### src/rtl/div_pkg.sv
// Shared types and constants for the multi-cycle MIPS divider.
package div_pkg;
    localparam int DIV_WIDTH = 32;
    localparam int DIV_CNT_W = $clog2(DIV_WIDTH) + 1;

    typedef enum logic [1:0] {
        IDLE = 2'd0,
        CALC = 2'd1,
        FIX  = 2'd2,
        DONE = 2'd3
    } div_state_e;
endpackage

### src/rtl/div_unit_if.sv
// CPU <-> divider bundle: operands and start from the CPU, results and status back.
// Handshake: start is sampled only while the divider is idle or done; busy marks
// the cycles in which start is ignored, done is a one-cycle result-valid pulse.
interface div_unit_if #(parameter int WIDTH = div_pkg::DIV_WIDTH);
    import div_pkg::*;

    logic             start;
    logic             is_signed;
    logic [WIDTH-1:0] dividend;
    logic [WIDTH-1:0] divisor;
    logic [WIDTH-1:0] quotient;
    logic [WIDTH-1:0] remainder;
    logic             busy;
    logic             done;
    logic             div_by_zero;
    div_state_e       state_dbg;

    modport master (
        output start, is_signed, dividend, divisor,
        input  quotient, remainder, busy, done, div_by_zero, state_dbg
    );

    modport slave (
        input  start, is_signed, dividend, divisor,
        output quotient, remainder, busy, done, div_by_zero, state_dbg
    );
endinterface

### src/rtl/div_step.sv
// One combinational restoring-division step: shift in a dividend bit, trial-subtract.
module div_step #(
    parameter int WIDTH = 32
) (
    input  logic [WIDTH-1:0] rem_in,
    input  logic             dvd_msb,
    input  logic [WIDTH-1:0] divisor,
    output logic [WIDTH-1:0] rem_out,
    output logic             q_bit
);
    logic [WIDTH:0] shifted;
    logic [WIDTH:0] diff;

    // rem_in < divisor always holds, so the shifted value fits in WIDTH+1 bits
    // and a kept (non-negative) difference fits back into WIDTH bits.
    always_comb begin
        shifted = {rem_in, dvd_msb};
        diff    = shifted - {1'b0, divisor};
        q_bit   = ~diff[WIDTH];
        rem_out = q_bit ? diff[WIDTH-1:0] : shifted[WIDTH-1:0];
    end
endmodule

### src/rtl/div_unit.sv
// Multi-cycle DIV/DIVU unit: magnitude restoring division, then sign fix-up into HI/LO.
module div_unit
    import div_pkg::*;
#(
    parameter int WIDTH = DIV_WIDTH
) (
    input  logic     DIV_clk,
    input  logic     DIV_rst_n,
    div_unit_if.slave bus
);
    localparam int CNT_W = $clog2(WIDTH) + 1;

    div_state_e       state_q, state_d;
    logic [CNT_W-1:0] cnt_q, cnt_d;
    logic [WIDTH-1:0] rem_q, rem_d;
    logic [WIDTH-1:0] dvd_q, dvd_d;
    logic [WIDTH-1:0] dvs_q, dvs_d;
    logic [WIDTH-1:0] raw_dvd_q, raw_dvd_d;
    logic             neg_quo_q, neg_quo_d;
    logic             neg_rem_q, neg_rem_d;
    logic             dbz_q, dbz_d;
    logic [WIDTH-1:0] quotient_q, quotient_d;
    logic [WIDTH-1:0] remainder_q, remainder_d;
    logic             div_by_zero_q, div_by_zero_d;
    logic             busy_q, busy_d;
    logic             done_q, done_d;

    logic [WIDTH-1:0] step_rem;
    logic             step_qbit;

    div_step #(.WIDTH(WIDTH)) u_step (
        .rem_in  (rem_q),
        .dvd_msb (dvd_q[WIDTH-1]),
        .divisor (dvs_q),
        .rem_out (step_rem),
        .q_bit   (step_qbit)
    );

    always_comb begin
        state_d       = state_q;
        cnt_d         = cnt_q;
        rem_d         = rem_q;
        dvd_d         = dvd_q;
        dvs_d         = dvs_q;
        raw_dvd_d     = raw_dvd_q;
        neg_quo_d     = neg_quo_q;
        neg_rem_d     = neg_rem_q;
        dbz_d         = dbz_q;
        quotient_d    = quotient_q;
        remainder_d   = remainder_q;
        div_by_zero_d = div_by_zero_q;
        busy_d        = busy_q;
        done_d        = 1'b0;

        case (state_q)
            IDLE, DONE: begin
                busy_d  = 1'b0;
                state_d = IDLE;
                if (bus.start) begin
                    state_d   = CALC;
                    busy_d    = 1'b1;
                    cnt_d     = '0;
                    rem_d     = '0;
                    raw_dvd_d = bus.dividend;
                    dbz_d     = (bus.divisor == '0);
                    neg_quo_d = bus.is_signed & (bus.dividend[WIDTH-1] ^ bus.divisor[WIDTH-1]);
                    neg_rem_d = bus.is_signed & bus.dividend[WIDTH-1];
                    // Magnitudes stay in WIDTH bits: |most-negative| wraps to itself,
                    // which read as unsigned is the correct magnitude.
                    dvd_d = (bus.is_signed && bus.dividend[WIDTH-1]) ? -bus.dividend : bus.dividend;
                    dvs_d = (bus.is_signed && bus.divisor[WIDTH-1])  ? -bus.divisor  : bus.divisor;
                end
            end
            CALC: begin
                rem_d = step_rem;
                dvd_d = {dvd_q[WIDTH-2:0], step_qbit};
                cnt_d = cnt_q + CNT_W'(1);
                if (cnt_q == CNT_W'(WIDTH - 1)) begin
                    state_d = FIX;
                end
            end
            FIX: begin
                state_d       = DONE;
                busy_d        = 1'b0;
                done_d        = 1'b1;
                div_by_zero_d = dbz_q;
                if (dbz_q) begin
                    quotient_d  = '1;
                    remainder_d = raw_dvd_q;
                end else begin
                    quotient_d  = neg_quo_q ? -dvd_q : dvd_q;
                    remainder_d = neg_rem_q ? -rem_q : rem_q;
                end
            end
            default: state_d = IDLE;
        endcase
    end

    always_ff @(posedge DIV_clk or negedge DIV_rst_n) begin
        if (!DIV_rst_n) begin
            state_q       <= IDLE;
            cnt_q         <= '0;
            rem_q         <= '0;
            dvd_q         <= '0;
            dvs_q         <= '0;
            raw_dvd_q     <= '0;
            neg_quo_q     <= 1'b0;
            neg_rem_q     <= 1'b0;
            dbz_q         <= 1'b0;
            quotient_q    <= '0;
            remainder_q   <= '0;
            div_by_zero_q <= 1'b0;
            busy_q        <= 1'b0;
            done_q        <= 1'b0;
        end else begin
            state_q       <= state_d;
            cnt_q         <= cnt_d;
            rem_q         <= rem_d;
            dvd_q         <= dvd_d;
            dvs_q         <= dvs_d;
            raw_dvd_q     <= raw_dvd_d;
            neg_quo_q     <= neg_quo_d;
            neg_rem_q     <= neg_rem_d;
            dbz_q         <= dbz_d;
            quotient_q    <= quotient_d;
            remainder_q   <= remainder_d;
            div_by_zero_q <= div_by_zero_d;
            busy_q        <= busy_d;
            done_q        <= done_d;
        end
    end

    assign bus.quotient    = quotient_q;
    assign bus.remainder   = remainder_q;
    assign bus.div_by_zero = div_by_zero_q;
    assign bus.busy        = busy_q;
    assign bus.done        = done_q;
    assign bus.state_dbg   = state_q;
endmodule

### src/flat_wrapper.sv
// flat-port wrapper written by rule: the top's interface ports become plain ports
module div_unit_flat import div_pkg::*;
#(
    parameter int WIDTH = DIV_WIDTH
)
  (DIV_clk, DIV_rst_n, bus_start, bus_is_signed, bus_dividend, bus_divisor, bus_quotient, bus_remainder, bus_busy, bus_done, bus_div_by_zero, bus_state_dbg);
  div_unit_if #(.WIDTH(WIDTH)) bus_i ();
  input  logic DIV_clk;
  input  logic DIV_rst_n;
  input wire logic [$bits(bus_i.start)-1:0] bus_start;
  input wire logic [$bits(bus_i.is_signed)-1:0] bus_is_signed;
  input wire logic [$bits(bus_i.dividend)-1:0] bus_dividend;
  input wire logic [$bits(bus_i.divisor)-1:0] bus_divisor;
  output wire logic [$bits(bus_i.quotient)-1:0] bus_quotient;
  output wire logic [$bits(bus_i.remainder)-1:0] bus_remainder;
  output wire logic [$bits(bus_i.busy)-1:0] bus_busy;
  output wire logic [$bits(bus_i.done)-1:0] bus_done;
  output wire logic [$bits(bus_i.div_by_zero)-1:0] bus_div_by_zero;
  output wire logic [$bits(bus_i.state_dbg)-1:0] bus_state_dbg;
  assign bus_i.start = bus_start;
  assign bus_i.is_signed = bus_is_signed;
  assign bus_i.dividend = bus_dividend;
  assign bus_i.divisor = bus_divisor;
  assign bus_quotient = bus_i.quotient;
  assign bus_remainder = bus_i.remainder;
  assign bus_busy = bus_i.busy;
  assign bus_done = bus_i.done;
  assign bus_div_by_zero = bus_i.div_by_zero;
  assign bus_state_dbg = bus_i.state_dbg;
  div_unit #(.WIDTH(WIDTH)) u_core (.DIV_clk(DIV_clk), .DIV_rst_n(DIV_rst_n), .bus(bus_i));
endmodule
### config.mk
export PLATFORM = sky130hd
export DESIGN_NAME = div_unit_flat
export DESIGN_NICKNAME = d
export VERILOG_FILES = /design/src/rtl/div_pkg.sv /design/src/rtl/div_unit_if.sv /design/src/rtl/div_step.sv /design/src/rtl/div_unit.sv /design/src/flat_wrapper.sv
export SDC_FILE = /design/constraint.sdc
export NUM_CORES = 1
export LEC_CHECK = 0
export BUFFER_PORTS_ARGS = -buffer_cell sky130_fd_sc_hd__buf_2
export CAP_MARGIN = 20
export CORE_ASPECT_RATIO = 1.2
export CORE_MARGIN = 2
export CORE_UTILIZATION = 30
export CTS_BUF_LIST = sky130_fd_sc_hd__clkbuf_8
export CTS_CLUSTER_DIAMETER = 40
export DETAILED_ROUTE_END_ITERATION = 8
export REMOVE_ABC_BUFFERS = 1
export SYNTH_ARGS = -nofsm -noshare
export SYNTH_HDL_FRONTEND = slang
export SYNTH_HIERARCHICAL = 1
export SYNTH_SLANG_ARGS = --single-unit
export TNS_END_PERCENT = 10
### constraint.sdc
create_clock -name DIV_clk -period 3.68 [get_ports DIV_clk]
set_clock_uncertainty 0.2 [all_clocks]
set_input_delay 0.368 -clock DIV_clk [delete_from_list [all_inputs] [get_ports DIV_clk]]
set_output_delay 0.368 -clock DIV_clk [all_outputs]
set_load 0.03 [all_outputs]
==> summary.md <==
| Metric | Value |
|---|---|
| Via density per instance | 5.12 |
| RSZ-0062 raised after global routing | no |
| Mean area per synthesized cell | 8.54 sq um |
| Cells after Synth | 1569 |
| Reg-to-reg endpoint | u_core/rem_q[30] |
| Worst-path clk slew | 0.06 ns |
| Final HPWL DP | 31.1 mm |
| Slew HR | 0.279 |
| Vias in the first global route | 12246 |
| Synth-to-Final Area Change | 22.2% |
| RR Startpoint | u_core/dvd_q[31] |
| Core area | 0.0439 sq mm |
| IO Count | 137 |
| Critical path required time | 3.90 ns |
| Initial antenna violation count | 1 |
| Layout cells sized above 1 | 0.176 |
| Post-route ant nets | 0 |
| Vias | 12067 |
| WL/cell | 17.3 microns |
| Final hold violations | 0 |
| Power, Total | 15900 uW |
| Die ar. | 0.0464 sq mm |
| Worst hold start | bus_divisor[24] |
| LEAKAGE | 0.00753 uW |
| Dpl cell area | 0.0149 sq mm |
| Layout Nets | 1887 |
| Yosys reg bits | 206 |
| TritonCTS Buffers | 36 |
| Initial Utilization | 0.305 |
| PD cells | 970 mW/mm^2 |
| First-pass GRT wire length | 65.4 mm |
| Ys async rst share | 1.00 |
| Gpl congestion | 0.885 |
| Drt total wl | 40.8 mm |
| Clock sink count | 206 |
| Worst path arrival time | 3.71 ns |
| Min-Delay Path Depth | 4 |
| Flop2flop setup slack | 0.18 ns |
| Row count | 84 |
| DR DRC count | 0 |
| Total track usage | 0.174 |
| Tmin final | 3.50 ns |
| Dpl cells | 2229 |
| CTS tree | done |
| Worst-Margin Slew | 1.08 ns |
| CP Class | flip-flop to flip-flop |
| Fin crit share | 0.951 |
| Port Buf Inserts | 136 |
| Outcome | completed |
| Number of max-cap violations | 0 |
| CP max FO | 7 |
| Layout Cells excl Fill | 2359 |
| Clk_lat worst skew | 0.56 ns |
| Fmax | 0.286 GHz |
| Number of synthesized flops with an enable pin | 0 |
| Grt ovf | 0 |
| Iter 0 DRT Violations | 606 |
| Mapped Area | 0.0134 sq mm |
| Worst reg2reg path depth | 16 |
| Setup Viol. Count Final | 0 |
| Worst hold margin | 0.0481 ns |
| Number of H-tree levels | 2 |
| Dpl ws | -0.0270 ns |
| Hold EP | u_core/dvs_q[24] |
| Crit path capture type | flip-flop |
| DR pass1 iterations | 5 |
| Synth unique cells | 83 |
| Main flop type after synthesis | dfrtp_1 |
| Slew Limit Fails | 0 |
| Die width | 197 microns |
| Crit path launch type | flip-flop |
| Synth warn | 6 |
| Sequential element share of the synthesized area | 0.385 |
| Die Span Y | 236 microns |
| CTS max path bufs | 3 |
| Hold Crit Class | input pin to flip-flop |
| Max VDD drop | 0.000382 V |
| Min setup slack post-route | 0.182 ns |
| Pin count of the biggest net entering global routing | 97 |
| CTS Root Buffer Type | clkbuf_8 |
| Post-layout instance area | 0.0164 sq mm |
## how the worst max path moves through the flow
stage / start / end / slack (ns) / depth (start not counted)
finish: u_core/dvd_q[31] / u_core/rem_q[30] / 0.18 / 16
global route: u_core/dvd_q[31] / u_core/rem_q[22] / 0.01 / 15
CTS: u_core/dvd_q[31] / u_core/rem_q[30] / 0.004 / 16
global placement: u_core/dvd_q[31] / u_core/rem_q[30] / 0.08 / 16
detailed placement: u_core/dvs_q[0] / u_core/rem_q[30] / -0.03 / 15
floorplan: u_core/bus.state_dbg[1] / u_core/dvd_q[0] / -1.55 / 4
## registers in the layout, summed over array words and instances (netlist names), 2 cells and up
| name | flops |
|---|---|
| u_core/bus.quotient | 32 |
| u_core/bus.remainder | 32 |
| u_core/dvd_q | 32 |
| u_core/dvs_q | 32 |
| u_core/raw_dvd_q | 32 |
| u_core/rem_q | 32 |
| u_core/cnt_q | 6 |
| u_core/bus.state_dbg | 2 |
## synthesized netlist by cell type, drive strengths merged, types with 20 or more instances
cell type	instances	share of area
a21o	20	0.011
a21oi	103	0.039
a31oi	20	0.0093
and3	32	0.015
clkbuf	82	0.023
dfrtp	206	0.38
ha	40	0.037
inv	60	0.017
mux2	29	0.030
nand2	249	0.070
nand3	62	0.023
nand4	20	0.011
nor2	94	0.027
nor3	32	0.012
nor4	21	0.014
o21ai	138	0.052
o31ai	23	0.014
xnor2	51	0.033
xor2	84	0.055
## stage by stage
| step | TNS (ns) | utilization |
|---|---|---|
| final | 0 | 0.373 |
| after global routing | 0 | 0.373 |
| after floorplan | -108.70 | - |
| after global placement | 0 | 0.340 |
| after detailed placement | -0.0386 | 0.340 |
| after CTS | 0 | 0.371 |
## timing repair
item                                    in CTS  in global routing
endpoints found under the setup margin      13                 21
pin swaps                                    1                  6
setup buffers                                1                  2
hold endpoints to repair                   175                  0
hold buffers                                67                  0
gates resized for setup                      1                  7
## per-layer routing
layer / global-route usage / share of wire / routed length [microns]
met1: 0.211 / 0.43 / 17300
met2: 0.314 / 0.51 / 20600
met3: 0.0229 / 0.043 / 1750
met4: 0.0588 / 0.026 / 1070
met5: 0 / 0 / 0
## worst max-delay path, cell delays in order, from the launching register on
cell and delay (ns):
dfrtp_1 0.35, inv_1 0.05, ha_2 0.20, fa_2 0.39
and2b_2 0.26, o2111ai_4 0.14, a21oi_2 0.22, o2111ai_2 0.18
a211oi_2 0.24, nor2_2 0.09, mux2i_1 0.20, and2_4 0.18
inv_2 0.05, buf_6 0.14, mux2_4 0.30, nand3_1 0.08
o21ai_0 0.08
## cell families (layout without fill, tap and decap cells)
family	Yosys count	count (layout)	share of synthesized area
AO/OA/AOI/OAI	393	393	0.184
XOR/XNOR	135	135	0.0882
adder cells (fa/ha/maj)	41	41	0.0388
buffers and inverters	153	382	0.0446
flip-flops	206	206	0.385
multiplexers	48	48	0.0439
other	0	2	0
AND/OR/NAND/NOR	593	593	0.216
## layout make-up
class,instances,area [sq um]
diodes,2,5.00
fillers,4571,27600
clock inverters,12,78.8
well taps,559,699
repair buffers,262,1860
flip-flops and latches,206,5150
inverters,62,233
clock buffers,46,633
multi-input cells,1210,7710
## where the power goes
group | internal [uW] | leakage (uW) | switching, uW
Clock | 1180 | 0.000400 | 960
Sequential | 3280 | 0.00257 | 849
Combinational | 3770 | 0.00455 | 5840
## cells in the final DEF, fill, tap and decap left out, types with 9 or more instances in the layout
cell and count:
o41ai_1 16, xnor2_1 51, mux2i_1 19, o21ai_1 12
or4_1 10, dlygate4sd3_1 67, buf_2 135, a21oi_1 101
a221o_1 10, buf_4 54, dfrtp_1 206, nand3_1 62
nand3b_1 9, clkbuf_8 47, o31ai_1 22, xor2_1 84
nor3_1 31, or3_1 18, a21o_1 20, nor4_1 15
nand2_1 248, nor2_1 92, mux2_4 19, o21ai_0 125
and3_1 32, nand2b_1 9, ha_1 37, a31oi_1 20
inv_1 67, nand4_1 16
No activity file was read; power rests on OpenSTA's default activity.
